<file path="config.mk">
export PLATFORM = sky130hd
export DESIGN_NAME = grid_game
export DESIGN_NICKNAME = d
export VERILOG_FILES = /design/src/rtl/grid_game.sv
export SDC_FILE = /design/constraint.sdc
export NUM_CORES = 1
export LEC_CHECK = 0
export BUFFER_PORTS_ARGS = -buffer_cell sky130_fd_sc_hd__buf_2
export CAP_MARGIN = 20
export CORE_UTILIZATION = 55
export DETAILED_ROUTE_END_ITERATION = 6
export PLACE_DENSITY = 0.77
export SYNTH_ARGS = -nofsm -noshare
export SYNTH_HDL_FRONTEND = slang
export SYNTH_SLANG_ARGS = --single-unit
</file>
<file path="constraint.sdc">
create_clock -name clock -period 3.1 [get_ports clock]
set_clock_uncertainty 0.15 [all_clocks]
set_input_delay 0.31 -clock clock [delete_from_list [all_inputs] [get_ports clock]]
set_output_delay 0.31 -clock clock [all_outputs]
set_load 0.01 [all_outputs]
</file>
<file path="src/rtl/grid_game.sv">
// Grid maze game: a token moves over a COLS x ROWS grid of free, wall and pit cells
// until it reaches the goal, falls into a pit or runs out of its move budget.
module grid_game #(
    parameter int                   COLS      = 4,
    parameter int                   ROWS      = 4,
    parameter int                   START_X   = 0,
    parameter int                   START_Y   = 0,
    parameter int                   GOAL_X    = 3,
    parameter int                   GOAL_Y    = 3,
    parameter logic [COLS*ROWS-1:0] WALL_MASK = 16'h0002,
    parameter logic [COLS*ROWS-1:0] PIT_MASK  = 16'h0040,
    parameter int                   MAX_MOVES = 16,
    parameter int                   WRAP      = 0,
    localparam int                  XW        = ($clog2(COLS) > 1) ? $clog2(COLS) : 1,
    localparam int                  YW        = ($clog2(ROWS) > 1) ? $clog2(ROWS) : 1,
    localparam int                  MW        = ($clog2(MAX_MOVES + 1) > 1) ? $clog2(MAX_MOVES + 1) : 1
) (
    input  logic          clock,
    input  logic          R,
    input  logic          n,
    input  logic          s,
    input  logic          e,
    input  logic          w,
    output logic          d,
    output logic          win,
    output logic [XW-1:0] pos_x,
    output logic [YW-1:0] pos_y,
    output logic [MW-1:0] moves
);

    localparam int CW = ($clog2(COLS * ROWS) > 1) ? $clog2(COLS * ROWS) : 1;

    localparam logic [XW-1:0] X_MAX   = XW'(COLS - 1);
    localparam logic [YW-1:0] Y_MAX   = YW'(ROWS - 1);
    localparam logic [XW-1:0] X_START = XW'(START_X);
    localparam logic [YW-1:0] Y_START = YW'(START_Y);
    localparam logic [XW-1:0] X_GOAL  = XW'(GOAL_X);
    localparam logic [YW-1:0] Y_GOAL  = YW'(GOAL_Y);
    localparam logic [MW-1:0] M_SAT   = {MW{1'b1}};
    localparam logic [MW-1:0] M_LIM   = MW'(MAX_MOVES);
    localparam logic          WRAP_EN = (WRAP != 0);
    localparam logic          BUDGET  = (MAX_MOVES != 0);

    typedef enum logic [1:0] {
        ST_PLAY = 2'd0,
        ST_DEAD = 2'd1,
        ST_WON  = 2'd2
    } state_t;

    state_t        state_q;
    logic [XW-1:0] pos_x_q, pos_x_d, tgt_x_s;
    logic [YW-1:0] pos_y_q, pos_y_d, tgt_y_s;
    logic [MW-1:0] moves_q, moves_d;
    logic          dir_ok_s, step_s, goal_s, pit_s, budget_s;

    function automatic logic [CW-1:0] cell_idx(input logic [XW-1:0] x, input logic [YW-1:0] y);
        cell_idx = CW'(y) * CW'(COLS) + CW'(x);
    endfunction

    // Target cell, wall bump, and the flags that steer the FSM.
    always_comb begin
        dir_ok_s = 1'b1;
        tgt_x_s  = pos_x_q;
        tgt_y_s  = pos_y_q;
        // Edges are handled explicitly so wrap is modulo COLS/ROWS rather than 2^width.
        case ({n, s, e, w})
            4'b1000: tgt_y_s = (pos_y_q == {YW{1'b0}}) ? (WRAP_EN ? Y_MAX : pos_y_q) : pos_y_q - YW'(1);
            4'b0100: tgt_y_s = (pos_y_q == Y_MAX) ? (WRAP_EN ? {YW{1'b0}} : pos_y_q) : pos_y_q + YW'(1);
            4'b0010: tgt_x_s = (pos_x_q == X_MAX) ? (WRAP_EN ? {XW{1'b0}} : pos_x_q) : pos_x_q + XW'(1);
            4'b0001: tgt_x_s = (pos_x_q == {XW{1'b0}}) ? (WRAP_EN ? X_MAX : pos_x_q) : pos_x_q - XW'(1);
            default: dir_ok_s = 1'b0;
        endcase
        step_s = dir_ok_s && (state_q == ST_PLAY);
        if (WALL_MASK[cell_idx(tgt_x_s, tgt_y_s)]) begin
            pos_x_d = pos_x_q;
            pos_y_d = pos_y_q;
        end else begin
            pos_x_d = tgt_x_s;
            pos_y_d = tgt_y_s;
        end
        goal_s   = (pos_x_d == X_GOAL) && (pos_y_d == Y_GOAL);
        pit_s    = PIT_MASK[cell_idx(pos_x_d, pos_y_d)];
        moves_d  = (moves_q == M_SAT) ? moves_q : moves_q + MW'(1);
        budget_s = BUDGET && (moves_d == M_LIM);
    end

    // Game FSM with position and move counter; DEAD and WON hold until reset.
    always_ff @(posedge clock or posedge R) begin
        if (R) begin
            state_q <= ST_PLAY;
            pos_x_q <= X_START;
            pos_y_q <= Y_START;
            moves_q <= {MW{1'b0}};
        end else begin
            case (state_q)
                ST_PLAY: begin
                    if (step_s) begin
                        pos_x_q <= pos_x_d;
                        pos_y_q <= pos_y_d;
                        moves_q <= moves_d;
                        if (goal_s) begin
                            state_q <= ST_WON;
                        end else if (pit_s || budget_s) begin
                            state_q <= ST_DEAD;
                        end else begin
                            state_q <= ST_PLAY;
                        end
                    end
                end
                ST_DEAD: state_q <= ST_DEAD;
                ST_WON:  state_q <= ST_WON;
                // An unreachable encoding ends the game rather than letting play continue.
                default: state_q <= ST_DEAD;
            endcase
        end
    end

    assign d     = (state_q == ST_DEAD);
    assign win   = (state_q == ST_WON);
    assign pos_x = pos_x_q;
    assign pos_y = pos_y_q;
    assign moves = moves_q;

endmodule
</file>
==> results of run 1 <==
## placed cells by master, fill, tap and decap left out, drive strengths merged, types with 2 or more instances in the layout
master and count:
clkbuf 4, inv 4, a21oi 5, a211oi 2
buf 16, nor2 6, nand2 5, and2 2
dfrtp 11, nand3b 2, nand4 2, nor2b 6
nand3 2, mux2 3, o31ai 3, a22o 3
## area by class of cell
cell class / instances / area (µm²)
Clock buffer: 4 / 26.3
Fill cell: 105 / 402
Inverter: 4 / 15.0
Multi-Input combinational cell: 66 / 490
Sequential cell: 11 / 275
Tap cell: 15 / 18.8
Timing Repair Buffer: 17 / 90.1
## sequential cells by signal, indices dropped and copies added (netlist names)
name,count
pos_x,2
state_q,2
moves,5
pos_y,2
## metal layers
metal,wire (µm),track usage,vias up
met3,60,0.0500,2
li1,-,-,357
met1,806,0.305,347
met2,765,0.343,21
met5,0,0,-
met4,13,0.0776,0
## worst max-delay path by stage
| stage | start | end | slack [ps] | cells after the start |
|---|---|---|---|---|
| final | w | moves[1]$_DFFE_PP0P_ | 910 | 6 |
| after global routing | w | moves[1]$_DFFE_PP0P_ | 800 | 6 |
| after CTS | w | moves[1]$_DFFE_PP0P_ | 920 | 6 |
| after detailed placement | w | moves[1]$_DFFE_PP0P_ | 630 | 6 |
| after global placement | w | moves[1]$_DFFE_PP0P_ | 660 | 6 |
| after floorplan | w | moves[3]$_DFFE_PP0P_ | 1150 | 6 |
## report_power, final
part / leakage [nW] / internal [mW] / total (mW) / switching, mW
Sequential: 0.148 / 0.144 / 0.144 / 0.000481
Combinational: 0.257 / 0.00971 / 0.0270 / 0.0173
Clock: 0.0150 / 0.0498 / 0.100 / 0.0505
## through the flow
| step | hold slack, ps | instances | power (mW) | util |
|---|---|---|---|---|
| after floorplan | 12.4 | 83 | 0.164 | - |
| after global placement | 162 | 112 | 0.172 | 0.668 |
| after detailed placement | 173 | 112 | 0.172 | 0.668 |
| after CTS | 374 | 117 | 0.272 | 0.695 |
| after global routing | 394 | 117 | 0.279 | 0.695 |
| final | 365 | 117 | 0.271 | 0.695 |
## worst max-delay path, cell delays in order
cell,delay [ps]
buf_2,130
or2_1,250
or3_4,350
a211oi_2,620
nand2_1,220
mux2_2,320
## what timing repair did
item                                    CTS  global route
endpoints found under the hold margin    11             0
endpoints found under the setup margin    0             0
buffers inserted                          0             0
hold buffers                              1             0
## cell families after synthesis
logic type      count (synthesis)  share of synthesized area
mux                             4                     0.0596
flops                          11                      0.345
fa+ha+maj                       1                     0.0157
simple gates                   32                      0.235
compound gates                 28                      0.294
xor+xnor                        1                     0.0110
buf+inv                         6                     0.0392
==> impl_metrics.tcl, run 1 <==
set metrics [dict create \
    cp-start-kind "primary input" \
    synth_area_leaders "dfrtp_1, nor2b_1, a22o_1, a21oi_1, mux2_2" \
    min_to "state_q[1]$_DFFE_PP0P_" \
    cts_max_path_buffers 2 \
    synth_cells 83 \
    diodes 0 \
    dr.pass1.iters 4 \
    avgViaCountPerCell 6.21 \
    drive_gt1_frac 0.275 \
    fin_setup_tns_ps 0 \
    yosys_register_bits 11 \
    cts.clk_slew.worst_paths_ps 70 \
    area_growth_pct 14.9 \
    reg2reg_from "pos_x[1]$_DFFE_PP0P_" \
    synthDistinctLibCells 44 \
    antenna_found_initial 0 \
    insertion_delay_ps 270 \
    clock-sinks 11 \
    synth.top_cell.area_share 0.345 \
    grt_pass1_wl_um 2350 \
    drc 0 \
    min_delay_path_depth 1 \
    seq_area_frac_synth 0.345 \
    synth_common_cells "dfrtp_1, nor2_1, nor2b_1" \
    grt_max_degree 12 \
    synth_edf_count 0 \
    gp_congestion 0.861 \
    cts_resized 0 \
    fin_crit_ps 2190 \
    arrival_ps 2200 \
    wl_um 1650 \
    cp-end-kind "flop" \
    netlist_area_um2 797 \
    grt_pass1_vias 541 \
    slew_viol_final 0 \
    die_h_um 40.1 \
    pre_cts_ws_ps 629 \
    ff2ff_path_depth 5 \
    crit_type "primary input to flop" \
    core_area_um2 1320 \
    drtAntennaViolNets 0 \
    die_area_um2 1610 \
    worst-path-max-fanout 11 \
    numCtsBuffers 3 \
    post-dp-hpwl_um 1260 \
    outcome "finished, final reports clean" \
    post-synth-top-count-cell "dfrtp_1" \
    hold_violations 0 \
    vias 727 \
    final_net_count 110 \
    die_w_um 40.1 \
    yosysTopAreaCell "dfrtp_1" \
    postLayoutCellArea_um2 916 \
    syn-num-nets 90 \
    rsz0062_at_grt "false" \
    postLayoutSetupSlackWorst_ps 910 \
    fin_crit_sh 0.706 \
    start_util 0.605 \
    cts_tree "built" \
    cp.required_ps 3110 \
    ios 17 \
    setup_viol_count_final 0 \
    port_buffers 16 \
    yosys_warnings 0 \
    vdd_ir_drop_max_v 0.000244 \
    cts-root-buf "clkbuf_4" \
    grt.overflow.total 0 \
    clock.fmax_mhz 457 \
    hold_path.startpoint "state_q[0]$_DFFE_PP0P_" \
    wl_per_cell_um 14.1 \
    place_area_um2 880 \
    grt_use_total 0.223 \
    max_slew_margin 0.548 \
    powerDensity_nw_per_um2 296 \
    r2r-end "state_q[0]$_DFFE_PP0P_" \
    htree_levels 1 \
    synth_flop_cell "dfrtp_1" \
    synthArstFlopShare 1.00 \
    worstMarginPinSlew_ps 677 \
    p_leak_nw 0.421 \
    synth.avg_cell_area_um2 9.60 \
    min_path_type "flop to flop" \
    row_count 13 \
    dr.first_iter.drc_count 18 \
    maxCapViolCount 0 \
    r2r_setup_slack_ps 1040 \
]
No activity file was read; power rests on OpenSTA's default activity.
==> run 2: changes to the inputs <==
CORE_ASPECT_RATIO = 0.8   (was not set)
CORE_UTILIZATION = 47   (was 55)
PLACE_DENSITY = 0.7   (was 0.77)
clock period = 1.77 ns   (was 3.1 ns; I/O delays follow)
==> impl_metrics.tcl, run 2 (same netlist as run 1, synthesis figures left out) <==
set metrics [dict create \
    numCtsBuffers 3 \
    area_growth_pct 57.8 \
    setup_viol_count_final 4 \
    gp_congestion 0.852 \
    insertion_delay_ps 270 \
    grt_pass1_wl_um 3440 \
    start_util 0.536 \
    fin_crit_sh 1.09 \
    fillCellCount 84 \
    wl_um 2610 \
    p_leak_nw 0.604 \
    slew_viol_final 0 \
    r2r-end "pos_x[0]$_DFFE_PP0P_" \
    reg2reg_from "pos_y[1]$_DFFE_PP0P_" \
    violations "setup timing" \
    cp-start-kind "flop" \
    crit_start "pos_y[1]$_DFFE_PP0P_" \
    diodes 0 \
    hold_violations 0 \
    drtAntennaViolNets 0 \
    grt_max_degree 12 \
    grt.overflow.total 0 \
    crit_type "flop to flop" \
    power_uw 523 \
    worstMarginPinSlew_ps 434 \
    cts_max_path_buffers 2 \
    port_buffers 16 \
    dr.first_iter.drc_count 42 \
    instances_no_fill 158 \
    multiInputGateArea_um2 547 \
    die_h_um 38.8 \
    place_area_um2 1120 \
    pre_cts_ws_ps -234 \
    grt_use_total 0.275 \
    post-dp-hpwl_um 1720 \
    postLayoutSetupSlackWorst_ps -154 \
    regArea_um2 278 \
    avgViaCountPerCell 6.08 \
    clock.fmax_mhz 520 \
    max_slew_margin 0.711 \
    mostFrequentLayoutCell "buf_4" \
    antenna_found_initial 0 \
    min_path_type "primary input to async pin" \
    final_net_count 145 \
    clock-sinks 11 \
    postLayoutCoreUtil 0.846 \
    cts_tree "built" \
    cts-root-buf "clkbuf_4" \
    ios 17 \
    vias 960 \
    grt_pass1_vias 763 \
    rsz0062_at_grt "true" \
    vdd_ir_drop_max_v 0.000483 \
    row_count 12 \
    final_cell_mix "buf_4, buf_2, dfrtp_1" \
    die_w_um 48.0 \
    largest_register_ffs 5 \
    r2r_setup_slack_ps -150 \
    ff2ff_path_depth 6 \
    powerDensity_nw_per_um2 416 \
    htree_levels 1 \
    cts.clk_slew.worst_paths_ps 70 \
    postLayoutCellArea_um2 1260 \
    cp.required_ps 1780 \
    drc 0 \
    holdWs_ps 289 \
    die_area_um2 1870 \
    dp.cells 147 \
    outcome "complete, but fails checks" \
    wl_per_cell_um 16.5 \
    fin_crit_ps 1920 \
    arrival_ps 1940 \
    drive_gt1_frac 0.518 \
    maxCapViolCount 0 \
    cp-end-kind "flop" \
    fin_setup_tns_ps -458 \
    dr.pass1.iters 4 \
    worst-path-max-fanout 4 \
    core_area_um2 1490 \
]
-- run 2: timing repair --
action,in CTS,in global routing
hold buffers,1,0
pin swaps,2,5
gates cloned,0,0
endpoints found under the setup margin,4,4
setup buffers,0,6
gates resized for setup,0,6
endpoints found under the hold margin,11,0
-- run 2: worst max-delay path: stages, from the launching register on --
cell,delay [ps]
dfrtp_1,390
nor2b_1,140
o41ai_2,240
o211ai_1,250
buf_4,210
o31a_1,300
a2bb2oi_1,130
-- run 2: worst max path at each step --
stage               depth (start not counted)                endpoint  slack, ps
CTS                                         6    pos_x[0]$_DFFE_PP0P_        -80
detailed placement                          7    pos_x[0]$_DFFE_PP0P_       -230
finish                                      6    pos_x[0]$_DFFE_PP0P_       -150
floorplan                                   6  state_q[0]$_DFFE_PP0P_        -50
global route                                6    pos_x[0]$_DFFE_PP0P_       -220
global placement                            7    pos_x[0]$_DFFE_PP0P_       -190
-- run 2: power breakdown --
group / switching [mW] / internal [mW]
clock: 0.0916 / 0.0875
combinational: 0.0471 / 0.0445
sequential: 0.000697 / 0.252
total: 0.139 / 0.384
-- run 2: cell type report --
type                       count  area share
sequential                    11       0.221
tap                           21      0.0209
clock buffer                   4      0.0209
inverter                       4      0.0119
multi-input combinational     66       0.435
timing repair buffer          52       0.291
-- run 2: layer usage --
metal / vias to the layer above / share of wire / track usage
met5: - / 0 / 0
met4: 0 / 0.0081 / 0.0625
met3: 4 / 0.081 / 0.0841
met2: 54 / 0.45 / 0.402
met1: 475 / 0.46 / 0.391
li1: 427 / - / -
